<file path="config.mk">
export PLATFORM = sky130hd
export DESIGN_NAME = mips_multicycle_ctrl
export DESIGN_NICKNAME = d
export VERILOG_FILES = /design/src/rtl/mips_ctrl_pkg.sv /design/src/rtl/mips_ctrl_decode.sv /design/src/rtl/mips_multicycle_ctrl.sv
export SDC_FILE = /design/constraint.sdc
export NUM_CORES = 1
export LEC_CHECK = 0
export ABC_AREA = 1
export CORE_UTILIZATION = 40
export CTS_CLUSTER_SIZE = 28
export DETAILED_ROUTE_END_ITERATION = 8
export PLACE_DENSITY = 0.68
export SKIP_LAST_GASP = 1
export SLEW_MARGIN = 20
export SYNTH_ARGS = -nofsm -noshare
export SYNTH_HDL_FRONTEND = slang
export SYNTH_SLANG_ARGS = --single-unit
</file>
<file path="constraint.sdc">
create_clock -name clk_i -period 4.1 [get_ports clk_i]
set_input_delay 0.41 -clock clk_i [delete_from_list [all_inputs] [get_ports clk_i]]
set_output_delay 0.41 -clock clk_i [all_outputs]
set_load 0.05 [all_outputs]
</file>
<file path="src/rtl/mips_ctrl_pkg.sv">
// Shared definitions for the multicycle MIPS control block: the opcode
// constants, the state encoding, the ALU/PC mux encodings and the control
// word that the decoder hands back to the top level.
package mips_ctrl_pkg;

    localparam logic [5:0] OP_RTYPE = 6'b000000;
    localparam logic [5:0] OP_LW    = 6'b100011;
    localparam logic [5:0] OP_SW    = 6'b101011;
    localparam logic [5:0] OP_BEQ   = 6'b000100;
    localparam logic [5:0] OP_ADDI  = 6'b001000;
    localparam logic [5:0] OP_J     = 6'b000010;

    typedef enum logic [3:0] {
        S_FETCH   = 4'd0,
        S_DECODE  = 4'd1,
        S_MEMADR  = 4'd2,
        S_MEMRD   = 4'd3,
        S_MEMWB   = 4'd4,
        S_MEMWR   = 4'd5,
        S_EXEC    = 4'd6,
        S_RTYPEWB = 4'd7,
        S_BRANCH  = 4'd8,
        S_ADDIEX  = 4'd9,
        S_ADDIWB  = 4'd10,
        S_JUMP    = 4'd11
    } state_e;

    localparam logic [1:0] ALUOP_ADD   = 2'b00;
    localparam logic [1:0] ALUOP_SUB   = 2'b01;
    localparam logic [1:0] ALUOP_FUNCT = 2'b10;

    localparam logic [1:0] SRCB_REGB     = 2'b00;
    localparam logic [1:0] SRCB_FOUR     = 2'b01;
    localparam logic [1:0] SRCB_SEXT     = 2'b10;
    localparam logic [1:0] SRCB_SEXT_SH2 = 2'b11;

    localparam logic [1:0] PCSRC_ALU    = 2'b00;
    localparam logic [1:0] PCSRC_ALUOUT = 2'b01;
    localparam logic [1:0] PCSRC_JUMP   = 2'b10;

    typedef struct packed {
        logic       pc_write;
        logic       pc_write_cond;
        logic       iord;
        logic       mem_read;
        logic       mem_write;
        logic       ir_write;
        logic       mem_to_reg;
        logic       reg_write;
        logic       reg_dst;
        logic       alu_src_a;
        logic [1:0] alu_src_b;
        logic [1:0] alu_op;
        logic [1:0] pc_source;
    } ctrl_t;

    function automatic logic is_supported(input logic [5:0] op);
        return (op == OP_RTYPE) || (op == OP_LW) || (op == OP_SW) ||
               (op == OP_BEQ) || (op == OP_ADDI) || (op == OP_J);
    endfunction

endpackage

</file>
<file path="src/rtl/mips_ctrl_decode.sv">
// Combinational control-word decoder.
//   state_i     : current FSM state
//   mem_ready_i : memory handshake, only consulted in FETCH
//   ctrl_o      : datapath strobes and mux selects for this cycle
module mips_ctrl_decode
    import mips_ctrl_pkg::*;
(
    input  state_e     state_i,
    input  logic       mem_ready_i,
    output ctrl_t      ctrl_o
);

    always_comb begin
        ctrl_o = '0;
        case (state_i)
            S_FETCH: begin
                ctrl_o.mem_read  = 1'b1;
                ctrl_o.alu_src_b = SRCB_FOUR;
                // IR and PC only latch once the fetch has actually completed
                ctrl_o.ir_write  = mem_ready_i;
                ctrl_o.pc_write  = mem_ready_i;
            end
            S_DECODE: ctrl_o.alu_src_b = SRCB_SEXT_SH2;
            S_MEMADR: begin
                ctrl_o.alu_src_a = 1'b1;
                ctrl_o.alu_src_b = SRCB_SEXT;
            end
            S_MEMRD: begin
                ctrl_o.mem_read = 1'b1;
                ctrl_o.iord     = 1'b1;
            end
            S_MEMWB: begin
                ctrl_o.reg_write  = 1'b1;
                ctrl_o.mem_to_reg = 1'b1;
            end
            S_MEMWR: begin
                ctrl_o.mem_write = 1'b1;
                ctrl_o.iord      = 1'b1;
            end
            S_EXEC: begin
                ctrl_o.alu_src_a = 1'b1;
                ctrl_o.alu_op    = ALUOP_FUNCT;
            end
            S_RTYPEWB: begin
                ctrl_o.reg_write = 1'b1;
                ctrl_o.reg_dst   = 1'b1;
            end
            S_BRANCH: begin
                ctrl_o.alu_src_a     = 1'b1;
                ctrl_o.alu_op        = ALUOP_SUB;
                ctrl_o.pc_write_cond = 1'b1;
                ctrl_o.pc_source     = PCSRC_ALUOUT;
            end
            S_ADDIEX: begin
                ctrl_o.alu_src_a = 1'b1;
                ctrl_o.alu_src_b = SRCB_SEXT;
            end
            S_ADDIWB: ctrl_o.reg_write = 1'b1;
            S_JUMP: begin
                ctrl_o.pc_write  = 1'b1;
                ctrl_o.pc_source = PCSRC_JUMP;
            end
            default: ctrl_o = '0;
        endcase
    end

endmodule

</file>
<file path="src/rtl/mips_multicycle_ctrl.sv">
// Main control FSM for the multicycle MIPS datapath.
//   clk_i, rst_ni       : clock, async active-low reset
//   opcode_i, zero_i    : instruction opcode, ALU zero flag
//   mem_ready_i         : memory completed the current access
//   *_o strobes/selects : datapath control (zero while in reset)
//   illegal_o           : pulse in DECODE for an unsupported opcode
//   state_o             : current state, for debug
//   instr_count_o       : retired instruction count (wraps)
// zero_i is carried for interface completeness; branch gating on it is
// done in the datapath.
module mips_multicycle_ctrl
    import mips_ctrl_pkg::*;
(
    input  logic        clk_i,
    input  logic        rst_ni,
    input  logic [5:0]  opcode_i,
    input  logic        zero_i,
    input  logic        mem_ready_i,
    output logic        pc_write_o,
    output logic        pc_write_cond_o,
    output logic        iord_o,
    output logic        mem_read_o,
    output logic        mem_write_o,
    output logic        ir_write_o,
    output logic        mem_to_reg_o,
    output logic        reg_write_o,
    output logic        reg_dst_o,
    output logic        alu_src_a_o,
    output logic [1:0]  alu_src_b_o,
    output logic [1:0]  alu_op_o,
    output logic [1:0]  pc_source_o,
    output logic        illegal_o,
    output logic [3:0]  state_o,
    output logic [31:0] instr_count_o
);

    state_e      state_q, state_d;
    logic [31:0] count_q, count_d;
    logic        retire;
    ctrl_t       ctrl_raw, ctrl;

    mips_ctrl_decode u_decode (
        .state_i     (state_q),
        .mem_ready_i (mem_ready_i),
        .ctrl_o      (ctrl_raw)
    );

    // Reset is sampled directly so no strobe can fire while it is held low
    assign ctrl = rst_ni ? ctrl_raw : '0;

    always_comb begin
        state_d = S_FETCH;
        retire  = 1'b0;
        case (state_q)
            S_FETCH:   state_d = mem_ready_i ? S_DECODE : S_FETCH;
            S_DECODE: begin
                case (opcode_i)
                    OP_LW, OP_SW: state_d = S_MEMADR;
                    OP_RTYPE:     state_d = S_EXEC;
                    OP_BEQ:       state_d = S_BRANCH;
                    OP_ADDI:      state_d = S_ADDIEX;
                    OP_J:         state_d = S_JUMP;
                    default:      state_d = S_FETCH;
                endcase
            end
            S_MEMADR:  state_d = (opcode_i == OP_SW) ? S_MEMWR : S_MEMRD;
            S_MEMRD:   state_d = mem_ready_i ? S_MEMWB : S_MEMRD;
            S_MEMWB:   retire  = 1'b1;
            S_MEMWR: begin
                state_d = mem_ready_i ? S_FETCH : S_MEMWR;
                retire  = mem_ready_i;
            end
            S_EXEC:    state_d = S_RTYPEWB;
            S_RTYPEWB: retire  = 1'b1;
            S_BRANCH:  retire  = 1'b1;
            S_ADDIEX:  state_d = S_ADDIWB;
            S_ADDIWB:  retire  = 1'b1;
            S_JUMP:    retire  = 1'b1;
            default:   state_d = S_FETCH;
        endcase
        count_d = retire ? count_q + 32'd1 : count_q;
    end

    always_ff @(posedge clk_i or negedge rst_ni) begin
        if (!rst_ni) begin
            state_q <= S_FETCH;
            count_q <= '0;
        end else begin
            state_q <= state_d;
            count_q <= count_d;
        end
    end

    assign pc_write_o      = ctrl.pc_write;
    assign pc_write_cond_o = ctrl.pc_write_cond;
    assign iord_o          = ctrl.iord;
    assign mem_read_o      = ctrl.mem_read;
    assign mem_write_o     = ctrl.mem_write;
    assign ir_write_o      = ctrl.ir_write;
    assign mem_to_reg_o    = ctrl.mem_to_reg;
    assign reg_write_o     = ctrl.reg_write;
    assign reg_dst_o       = ctrl.reg_dst;
    assign alu_src_a_o     = ctrl.alu_src_a;
    assign alu_src_b_o     = ctrl.alu_src_b;
    assign alu_op_o        = ctrl.alu_op;
    assign pc_source_o     = ctrl.pc_source;
    assign illegal_o       = rst_ni && (state_q == S_DECODE) && !is_supported(opcode_i);
    assign state_o         = state_q;
    assign instr_count_o   = count_q;

endmodule

</file>
==> flow_summary.json, run 1 <==
{
  "run_status": "complete, no violations",
  "row_count": 28,
  "ff2ff_setup_slack_ns": 1.94,
  "overflow": 0,
  "clkSinkCount": 36,
  "final.setup.tns_ns": 0,
  "areaGrowthSynthToFinish_pct": 30.2,
  "final_nets": 465,
  "final_core_util_pct": 54.0,
  "synth_area_um2": 2470,
  "first_iter_violations": 146,
  "die_area_um2": 6490,
  "slew_violations": 0,
  "crit_top_cell": "nor2_1",
  "core_um2": 5960,
  "hold-worst-slack_ns": 0.101,
  "layout-drive-gt1-share_pct": 3.74,
  "regArea_um2": 901,
  "relSlewSlack_pct": 48.0,
  "crit_chain": "clkdlybuf4s50_1 -> nor2_1 -> nand4_1 -> o21ai_0 -> nor2_1 -> nand2_1 -> nor2_1 -> clkdlybuf4s50_1",
  "hold_buffers": 0,
  "r2r-end": "instr_count_o[29]$_DFFE_PN0P_",
  "fp.dieW_um": 80.6,
  "fmaxAchievable_mhz": 353,
  "synth.distinct_cells": 25,
  "viasPerCell": 4.83,
  "num_vias": 2556,
  "path_max_fanout": 4,
  "postRouteAntennaNets": 0,
  "cellLeakagePower_uw": 0.00141,
  "synth_mux_area_share_pct": 0,
  "arrival_ns": 2.42,
  "postCtsSetupBuffers": 0,
  "crit_path_top_delay_cell": "clkdlybuf4s50_1",
  "synth_top_family_by_area": "simple AND/OR/NAND/NOR gates",
  "rr_worst_depth": 7,
  "vdd_ir_drop_max_mv": 0.280,
  "grt_use_total_pct": 20.6,
  "fin_crit_sh_pct": 69.1,
  "yosys.area_share.simple_pct": 43.7,
  "grt_pass1_vias": 2271,
  "critPathKind": "primary input to output pin",
  "io_buffers": 61,
  "cts_buffers": 5,
  "synth_seq_cells": 36,
  "finalWirelength_mm": 6.17,
  "nFillCells": 627,
  "yosys.area_share.adder_pct": 0.507,
  "setup_viol": 0,
  "critPathMaxStageDelay_ns": 0.82,
  "cts_tree": "yes",
  "async_reset_ff_share_pct": 100,
  "power_density_nw_per_um2": 389,
  "cts_max_level": 2,
  "seq_area_frac_synth_pct": 36.5,
  "grt_max_degree": 41,
  "worstSetupStartpointType": "primary input",
  "avgSynthCellArea_um2": 6.30,
  "cp-end-kind": "output pin",
  "clk_latency_ns": 0.29,
  "multi_input_area_um2": 1340,
  "dp.final_hpwl_mm": 4.84,
  "synth_flop_cell": "dfrtp_1",
  "hold_violations": 0,
  "drv_cap": 0,
  "clk_pin_slew_ns": 0.07,
  "rr_startpoint": "state_o[3]$_DFF_PN0_",
  "synth-xor-area-share_pct": 5.67,
  "antenna_cells": 0,
  "die_y_um": 80.6,
  "cts_resized": 0,
  "io_pins": 63,
  "synthesis.nets": 403,
  "timing.final.crit_period_ns": 2.83,
  "wl_per_cell_um": 11.7,
  "drc": 0,
  "rsz0062_at_grt": "false",
  "hp-class": "primary input to asynchronous set/reset pin",
  "worst_slew_pin_slew_ns": 0.780,
  "grt_pass1_wl_mm": 10.2,
  "finClkSkew_ns": 0.00583,
  "synth_compound_area_share_pct": 4.36,
  "dr.pass1.iters": 4,
  "synthesis.instances": 392,
  "yosysWarnings": 0,
  "cts_buffer_depth": 2,
  "final_area_um2": 3220,
  "gp_congestion": 0.929,
  "placed_cell_area_um2": 3120,
  "initial_core_util_pct": 41.5,
  "cts_root_buf": "clkbuf_8",
  "synth_edf_count": 0,
  "cp_data_required_time_ns": 3.69,
  "grt_antenna_before_repair": 0
}
metrics by stage:
| step | total power [µW] | setup WS (ns) | std cells |
|---|---|---|---|
| after floorplan | 822 | 1.16 | 392 |
| after global placement | 981 | 1.29 | 522 |
| after detailed placement | 984 | 1.27 | 522 |
| after CTS | 1260 | 1.27 | 529 |
| after global routing | 1320 | 1.09 | 529 |
| final | 1250 | 1.27 | 529 |
metal layers:
| metal | wire length (µm) | vias to the layer above | track usage (%) | share of wire (%) |
|---|---|---|---|---|
| met2 | 2880 | 47 | 32.6 | 47 |
| li1 | - | 1323 | - | - |
| met4 | 63 | 0 | 7.14 | 1.0 |
| met1 | 3020 | 1181 | 27.6 | 49 |
| met5 | 0 | - | 0 | 0 |
| met3 | 205 | 5 | 3.98 | 3.3 |
cell type report:
type,count,area share [%]
clock buffers,7,3.00
flip-flops and latches,36,28.0
inverters,46,5.37
repair buffers,62,19.1
multi-input cells,303,41.6
well taps,75,2.92
placed cells by master, fill, tap and decap left out, drive strengths merged:
master / instances
nor3: 7
xnor2: 11
o21ai: 8
a221oi: 1
nand3: 20
dfrtp: 36
clkdlybuf4s50: 60
ha: 1
nand4: 6
nor2: 73
clkbuf: 7
buf: 2
nand3b: 2
inv: 46
a21oi: 8
xor2: 5
nand2: 159
a211oi: 1
o21bai: 1
flip-flops by register name, indices dropped and copies added, names as in the netlist:
register / count
instr_count_o: 32
state_o: 4
how the worst max path moves through the flow:
stage	start	slack, ns	end	cells after the start
after floorplan	state_o[3]$_DFF_PN0_	1.16	pc_source_o[0]	5
after global placement	rst_ni	1.29	pc_write_cond_o	4
after detailed placement	rst_ni	1.27	pc_source_o[0]	4
after CTS	rst_ni	1.27	pc_source_o[0]	4
after global routing	rst_ni	1.09	pc_source_o[0]	4
final	opcode_i[3]	1.27	illegal_o	8
report_power, final:
group / total (µW) / switching, µW / internal [µW] / leakage [µW]
sequential: 428 / 41.7 / 386 / 0.000492
clock: 276 / 126 / 150 / 0.0000503
combinational: 547 / 387 / 160 / 0.000866
cells in the mapped netlist, types with 2 or more instances:
master | count | area, µm²
a21oi_1 | 8 | 40.0
inv_2 | 2 | 7.51
o21ai_0 | 8 | 40.0
nand4_1 | 6 | 37.5
nor3_1 | 7 | 35.0
dfrtp_1 | 36 | 901
xor2_1 | 5 | 43.8
buf_4 | 2 | 15.0
xnor2_1 | 11 | 96.3
nand3b_1 | 2 | 15.0
nand2_1 | 158 | 593
nor2_2 | 2 | 12.5
inv_1 | 44 | 165
nand3_1 | 19 | 95.1
nor2_1 | 70 | 263
buf_6 | 3 | 33.8
logic make-up after synthesis:
logic type / count (synthesis)
compound gates: 19
xor+xnor: 16
fa+ha+maj: 1
buf+inv: 53
flops: 36
simple gates: 267
critical path, delay by kind of cell:
family | cells | cell delay (ns)
compound gates | 1 | 0.12
buf+inv | 2 | 1.35
simple gates | 5 | 0.54
No activity file was read; power rests on OpenSTA's default activity.
==> run 2, diff against run 1 <==
clock period = 2.7 ns   (was 4.1 ns; I/O delays follow)
==> flow_summary.json, run 2 (synthesized netlist as in run 1, its figures left out) <==
{
  "relSlewSlack_pct": 65.7,
  "rr_worst_depth": 9,
  "hp-class": "primary input to asynchronous set/reset pin",
  "cts_max_level": 2,
  "final.setup.tns_ns": 0,
  "hold_violations": 0,
  "finalWirelength_mm": 6.20,
  "fin_cells": 532,
  "path_max_fanout": 4,
  "ff2ff_setup_slack_ns": 0.87,
  "timing.final.crit_period_ns": 2.49,
  "antenna_cells": 0,
  "grt_max_degree": 41,
  "largest_reg_flops": 32,
  "dp.final_hpwl_mm": 4.84,
  "layout-drive-gt1-share_pct": 7.88,
  "grt_antenna_before_repair": 0,
  "finClkSkew_ns": 0.0134,
  "cts_resized": 0,
  "drc": 0,
  "first_iter_violations": 160,
  "die_y_um": 80.6,
  "power.switching_uw": 878,
  "fp.dieW_um": 80.6,
  "postCtsSetupBuffers": 0,
  "cts_root_buf": "clkbuf_8",
  "arrival_ns": 2.22,
  "die_area_um2": 6490,
  "finalWorstSetupSlack_ns": 0.208,
  "areaGrowthSynthToFinish_pct": 34.9,
  "layout_commonest_cell": "nand2_1",
  "worstSetupStartpointType": "register",
  "dr.pass1.iters": 4,
  "core_um2": 5960,
  "grtUsageMet2_pct": 35.6,
  "met1_usage_pct": 26.3,
  "cts_tree": "yes",
  "fmaxAchievable_mhz": 401,
  "num_vias": 2513,
  "wl_per_cell_um": 11.7,
  "row_count": 28,
  "cts_buffers": 5,
  "critPathKind": "register to output pin",
  "mostFrequentLayoutCells": "nand2_1, nor2_1, inv_1, clkdlybuf4s50_1, dfrtp_1",
  "vdd_ir_drop_max_mv": 0.491,
  "p_comb_share_pct": 46.7,
  "final_nets": 467,
  "internal-power_uw": 1100,
  "p_total_uw": 1980,
  "clkSinkCount": 36,
  "overflow": 0,
  "nFillCells": 591,
  "place_inst": 523,
  "rsz0062_at_grt": "false",
  "top_usage_layer": "met2",
  "clk_latency_ns": 0.30,
  "place_ws_ns": 0.550,
  "pwr-share-clk_pct": 20.4,
  "slew_violations": 0,
  "grt_pass1_wl_mm": 10.5,
  "clk_pin_slew_ns": 0.07,
  "cp_data_required_time_ns": 2.43,
  "swShare_pct": 44.4,
  "grt_use_met3_pct": 4.55,
  "power_frac_seq_pct": 32.9,
  "drv_cap": 0,
  "initial_core_util_pct": 41.5,
  "power_density_nw_per_um2": 593,
  "final_area_um2": 3330,
  "placed_cell_area_um2": 3230,
  "cts_buffer_depth": 2,
  "setup_viol": 0,
  "viasPerCell": 4.72,
  "cp-end-kind": "output pin",
  "run_status": "complete, no violations",
  "fin_crit_sh_pct": 92.3,
  "postRouteAntennaNets": 0,
  "gp_congestion": 0.911,
  "worst_slew_pin_slew_ns": 0.513,
  "grt_pass1_vias": 2404,
  "grt_use_total_pct": 21.1,
  "cellLeakagePower_uw": 0.00148,
  "io_pins": 63,
  "io_buffers": 61
}
run 2: power groups by stage:
stage               registers (µW)  logic [µW]  clock network, µW
floorplan                      810         441                  0
global placement               657         915                  0
detailed placement             660         924                  0
CTS                            650         929                416
global route                   660         991                431
finish                         650         924                403
run 2: per-layer routing:
metal	part of all wire, %	routed length (µm)
met4	1.3	82
met1	47	2940
met5	0	0
met2	47	2910
met3	4.3	264
run 2: layout make-up:
type | count | area [µm²] | area share [%]
Multi-Input combinational cell | 303 | 1340 | 40.3
Tap cell | 75 | 93.8 | 2.82
Sequential cell | 36 | 901 | 27.0
Inverter | 46 | 173 | 5.18
Clock inverter | 2 | 10.0 | 0.300
Timing Repair Buffer | 64 | 728 | 21.9
Clock buffer | 6 | 82.6 | 2.48
run 2: final timing paths:
check	startpoint	to
min in group clk_i	instr_count_o[5]$_DFFE_PN0P_	instr_count_o[5]$_DFFE_PN0P_
min	rst_ni	state_o[2]$_DFF_PN0_
min reg2reg	instr_count_o[5]$_DFFE_PN0P_	instr_count_o[5]$_DFFE_PN0P_
max	state_o[3]$_DFF_PN0_	reg_write_o
max in group asynchronous	rst_ni	instr_count_o[8]$_DFFE_PN0P_
max reg2reg	state_o[3]$_DFF_PN0_	instr_count_o[30]$_DFFE_PN0P_
run 2: timing repair:
| action | CTS | global route |
|---|---|---|
| hold buffers | 1 | 0 |
| endpoints found under the setup margin | 0 | 0 |
| hold endpoints to repair | 4 | 0 |
run 2: worst max-delay path: stages (launching register included):
cell and delay, ns:
dfrtp_1 0.40, inv_1 0.09, nor2_1 0.21, inv_1 0.13, o21ai_0 0.19, nand2_1 0.08, inv_1 0.05, clkdlybuf4s50_1 0.79
run 2: per-stage QoR:
stage / utilization [%] / hold WS, ns
floorplan: - / -0.0256
global placement: 54.2 / 0.116
detailed placement: 54.2 / 0.110
CTS: 55.9 / 0.362
global route: 55.9 / 0.371
finish: 55.9 / 0.364
==> edit 1: new RTL, config.mk and constraints of run 1 <==
Reset style: synchronous (`rst_ni`), changed in one clocked block. Comments in the files are not updated.
--- a/src/rtl/mips_multicycle_ctrl.sv
+++ b/src/rtl/mips_multicycle_ctrl.sv
@@ -82,5 +82,5 @@
     end
 
-    always_ff @(posedge clk_i or negedge rst_ni) begin
+    always_ff @(posedge clk_i) begin
         if (!rst_ni) begin
             state_q <= S_FETCH;
Function: differs if rst_ni is asserted again (counterexample within 4 cycles, from zero or initial values and one cycle with rst_ni low); with rst_ni held inactive, the same outputs for 10 cycles.
==> edit 1 against run 1 <==
  * First-iteration DRC count decreased by 14%
  * Highest routed layer unchanged
  * Register-to-register slack improved by 0.31 ns
  * Final area decreased by 2.2%
  * Utilization increased by 1.4 points
  * Area after synthesis decreased by 2.1%
  * Clock skew increased by 0.0015 ns
  * Synthesized cell count increased by 1.5%
  * Routed wire length decreased by 4.2%
  * Sequential cell count unchanged
  * Critical path type unchanged
  * Via count decreased by 1.4%
  * Worst setup slack got worse by 0.15 ns
Power is not compared: it rests on default switching activity, and its combinational part moved more than twofold at a synthesized area within 25%.
==> edit 1: results (changes against run 1) <==
{
  "timing.critical_path.fanout_max": {"value": 15, "change": "was 4"},
  "pin_count_of_the_biggest_net_entering_global_routing": {"value": 43, "change": "was 41"},
  "seq_area_frac_synth": {"value": 29.8, "unit": "%", "change": "was 36.5%"},
  "critical_path_arrival": {"value": 2.58, "unit": "ns", "change": "was 2.42 ns"},
  "rrSetupSlack": {"value": 2.25, "unit": "ns", "change": "was 1.94 ns"},
  "vias_per_cell": {"value": 4.74, "change": "was 4.83"},
  "design.final.nets": {"value": 469, "change": "was 465"},
  "synth.net_count": {"value": 409, "change": "was 403"},
  "overall_global_routing_usage": {"value": 20.5, "unit": "%", "change": "was 20.6%"},
  "fin_crit_sh": {"value": 72.9, "unit": "%", "change": "was 69.1%"},
  "ys_top_cells_by_count": {"value": "nand2_1 (89), nor2_1 (78), inv_1 (67), dfxtp_1 (36)", "change": "was nand2_1 (158), nor2_1 (70), inv_1 (44), dfrtp_1 (36), nand3_1 (19)"},
  "synth.distinct_cells": {"value": 36, "change": "was 25"},
  "worst-slew-pin-transition": {"value": 0.537, "unit": "ns", "change": "was 0.780 ns"},
  "final_layout_size_suffix_gt1_share": {"value": 10.2, "unit": "%", "change": "was 3.74%"},
  "netlist_top_cells_area": {"value": "dfxtp_1 (30%), nand2_1 (14%), nor2_1 (12%)", "change": "was dfrtp_1 (36%), nand2_1 (24%), nor2_1 (11%)"},
  "netlist.area_leader.share": {"value": 29.8, "unit": "%", "change": "was 36.5%"},
  "reg2reg_from": {"value": "state_o[1]", "change": "was state_o[3]"},
  "total_routed_length": {"value": 5910, "unit": "um", "change": "was 6170 um"},
  "critical_path.max_stage_delay": {"value": 0.83, "unit": "ns"},
  "synthArstFlopShare": {"value": 0, "unit": "%", "change": "was 100%"},
  "synth-adder-area-share": {"value": 0.517, "unit": "%", "change": "was 0.507%"},
  "die_width": {"value": 79.8, "unit": "um", "change": "was 80.6 um"},
  "synth-compound-area-share": {"value": 11.3, "unit": "%", "change": "was 4.36%"},
  "setup.worst_path.start": {"value": "rst_ni", "change": "was opcode_i[3]"},
  "fin_worst_hold_slack": {"value": 0.491, "unit": "ns", "change": "was 0.101 ns"},
  "grt_pass1_vias": {"value": 2272, "change": "was 2271"},
  "wire_length_of_the_first_global_routing_pass": {"value": 10200, "unit": "um", "change": "about the same"},
  "outcome": {"value": "complete, no violations", "change": "unchanged"},
  "dp_slack": {"value": 1.11, "unit": "ns", "change": "was 1.27 ns"}
}
edit 1: cell types whose count changed in the layout (fill, tap and decap cells not counted), moves of 9 or more:
cell	before	now
inv_1	44	67
xnor2_1	11	0
dfrtp_1	36	0
a21oi_1	8	21
buf_4	1	11
nand2_1	158	89
dfxtp_1	0	36
o21ai_1	0	9
edit 1: power by group through the flow:
stage | logic, mW | clock network (mW) | registers (mW)
finish | 0.0681 | 0.313 | 0.352
global route | 0.0731 | 0.337 | 0.352
CTS | 0.0684 | 0.323 | 0.352
detailed placement | 0.0681 | 0 | 0.360
global placement | 0.0680 | 0 | 0.360
floorplan | 0.0412 | 0 | 0.364
edit 1: layer usage:
layer | vias up | GRT usage [%] | share of wire, %
met5 | - | 0 | 0
met4 | 0 | 5.36 | 1.1
met3 | 6 | 5.14 | 4.8
met2 | 52 | 33.9 | 44
met1 | 1106 | 26.3 | 50
li1 | 1355 | - | -
edit 1: final timing paths:
check / end / cells past startpoint
max reg2reg: instr_count_o[11] / 6
min: instr_count_o[4] / 2
min reg2reg: instr_count_o[4] / 2
max: iord_o / 4
edit 1: per-stage QoR:
stage,utilization [%],std cells
finish,55.4,531
global route,55.4,531
CTS,55.4,531
detailed placement,53.5,523
global placement,53.5,523
floorplan,-,398
edit 1: worst min-delay path, cell delays in order (launching register included):
cell and delay, ns:
dfxtp_1 0.33, inv_1 0.07, a21oi_1 0.05
edit 1: final cells by class:
| type | count | area, um2 |
|---|---|---|
| tap | 72 | 90.1 |
| fill | 587 | 2530 |
| clock buffer | 6 | 72.6 |
| multi-input combinational | 283 | 1360 |
| inverter | 69 | 259 |
| timing repair buffer | 63 | 603 |
| clock inverter | 2 | 35.0 |
| sequential | 36 | 721 |
==> edit 2: new RTL, flow settings as in run 1 <==
Without the edit above. Register the output `instr_count_o` once more, with the module's reset; this adds one clock of latency there. The other outputs are not delayed to match.
--- a/src/rtl/mips_multicycle_ctrl.sv
+++ b/src/rtl/mips_multicycle_ctrl.sv
@@ -107,5 +107,11 @@
     assign illegal_o       = rst_ni && (state_q == S_DECODE) && !is_supported(opcode_i);
     assign state_o         = state_q;
-    assign instr_count_o   = count_q;
+    always_ff @(posedge clk_i or negedge rst_ni) begin
+        if (!rst_ni) begin
+            instr_count_o <= '0;
+        end else begin
+            instr_count_o <= count_q;
+        end
+    end
 
 endmodule
Check against the original RTL: not equivalent (Yosys sat finds a counterexample within 4 cycles, from zero or initial values and one cycle with rst_ni low).
==> edit 2 against run 1 <==
  * Utilization decreased by 0.41 points
  * Power increased by 46%
  * Sequential cell count increased by 32
  * Die area increased by 35%
  * Worst setup slack got worse by 0.12 ns
  * Area after synthesis increased by 35%
  * First-iteration DRC count increased by 64%
  * Count of clock-buffer cells in the layout increased by 4
  * Routed wire length increased by 18%
  * Final area increased by 31%
==> edit 2: results (changes against run 1) <==
{
  "drt-met1-wl": {"value": 3480, "unit": "um", "change": "was 3020 um"},
  "grt_use_met1": {"value": 24.7, "unit": "%", "change": "was 27.6%"},
  "timing.critical_path.fanout_max": {"value": 14, "change": "was 4"},
  "gr-usage-met3": {"value": 3.33, "unit": "%", "change": "was 3.98%"},
  "wire_length_of_the_first_global_routing_pass": {"value": 12300, "unit": "um", "change": "was 10200 um"},
  "critical_path.max_stage_delay": {"value": 0.85, "unit": "ns", "change": "was 0.82 ns"},
  "pin_count_of_the_biggest_net_entering_global_routing": {"value": 66, "change": "was 41"},
  "ir_drop": {"value": 0.000250, "unit": "V", "change": "was 0.000280 V"},
  "post_route_setup_slack": {"value": 1.15, "unit": "ns", "change": "was 1.27 ns"},
  "total_leakage_power": {"value": 1.91, "unit": "nW", "change": "was 1.41 nW"},
  "placedInstanceArea": {"value": 4030, "unit": "um2", "change": "was 3120 um2"},
  "fin_worst_hold_slack": {"value": 0.434, "unit": "ns", "change": "was 0.101 ns"},
  "design.final.nets": {"value": 519, "change": "was 465"},
  "route.met3.wl": {"value": 292, "unit": "um", "change": "was 205 um"},
  "worst-slew-pin-transition": {"value": 0.779, "unit": "ns", "change": "was 0.780 ns"},
  "synth.net_count": {"value": 452, "change": "was 403"},
  "outcome": {"value": "complete, no violations", "change": "unchanged"},
  "met2RoutedLength": {"value": 3370, "unit": "um", "change": "was 2880 um"},
  "place.gp.congestion": {"value": 0.937, "change": "was 0.929"},
  "netlist_top_cells_area": {"value": "dfrtp_1 (51%), nand2_1 (19%), nor2_1 (8.1%)", "change": "was dfrtp_1 (36%), nand2_1 (24%), nor2_1 (11%)"},
  "dp_cells": {"value": 598, "change": "was 522"},
  "ys_top_cells_by_count": {"value": "nand2_1 (170), nor2_1 (72), dfrtp_1 (68), inv_1 (42), nand3_1 (18)", "change": "was nand2_1 (158), nor2_1 (70), inv_1 (44), dfrtp_1 (36), nand3_1 (19)"},
  "overall_global_routing_usage": {"value": 18.3, "unit": "%", "change": "was 20.6%"},
  "skew_pair_late_insertion_delay": {"value": 0.35, "unit": "ns", "change": "was 0.29 ns"},
  "dp_slack": {"value": 1.30, "unit": "ns", "change": "was 1.27 ns"},
  "syn_area_cell": {"value": 7.59, "unit": "um2", "change": "was 6.30 um2"},
  "fillerInstances": {"value": 739, "change": "was 627"},
  "holdCritPathClass": {"value": "reg2reg", "change": "was in2async"},
  "clock_skew": {"value": 0.00865, "unit": "ns", "change": "was 0.00583 ns"},
  "finish.instance_area": {"value": 4230, "unit": "um2", "change": "was 3220 um2"},
  "rrSetupSlack": {"value": 2.08, "unit": "ns", "change": "was 1.94 ns"},
  "wire_per_inst": {"value": 11.9, "unit": "um", "change": "was 11.7 um"},
  "critical_path_arrival": {"value": 2.54, "unit": "ns", "change": "was 2.42 ns"},
  "globalRouteMet2Util": {"value": 27.8, "unit": "%", "change": "was 32.6%"},
  "hpwl": {"value": 5350, "unit": "um", "change": "was 4840 um"},
  "seq_area_frac_synth": {"value": 50.9, "unit": "%", "change": "was 36.5%"},
  "grt_pass1_vias": {"value": 2671, "change": "was 2271"}
}
-- edit 2: cell count changes in the layout (fill, tap and decap cells not counted), moves of 2 or more --
cell and delta:
inv_1 -2, xnor2_1 -5, clkbuf_1 +2, nor2_2 +2
clkinv_2 +3, clkbuf_8 +2, nand2_1 +12, nor2_1 +2
nor3_1 +3, dfrtp_1 +32, nand3b_1 +6
-- edit 2: path summary, 6_finish.rpt --
kind,startpoint,endpoint,cells after the start
worst min register to register,count_q[31],instr_count_o[31],0
worst max register to register,state_o[3],count_q[16],8
worst min-delay path,count_q[31],instr_count_o[31],0
worst max-delay path,rst_ni,pc_source_o[0],5
min in group asynchronous,rst_ni,state_o[0],2
max in group asynchronous,rst_ni,count_q[1],3
-- edit 2: logic make-up (layout without fill, tap and decap cells) --
logic type / Yosys count / count (layout) / share of synthesized area, %
DFF: 68 / 68 / 50.9
AOI/OAI and AO/OA: 20 / 20 / 3.37
xor gates and xnor gates: 12 / 12 / 3.14
adders and majority gates: 1 / 1 / 0.374
buffers and inverters: 50 / 122 / 6.43
and+or+nand+nor: 290 / 290 / 35.8
-- edit 2: layout make-up --
cell class | count | area share [%]
well taps | 102 | 3.02
multi-input cells | 323 | 33.8
repair buffers | 63 | 14.7
inverters | 43 | 3.82
flip-flops and latches | 68 | 40.3
clock inverters | 5 | 1.24
clock buffers | 11 | 3.11
-- edit 2: report_power, final --
group	total (mW)	internal, mW	leakage, nW	switching [mW]
clock network	0.519	0.278	0.0931	0.242
registers	0.762	0.714	0.938	0.0480
logic	0.540	0.156	0.877	0.384
total	1.82	1.15	1.91	0.673
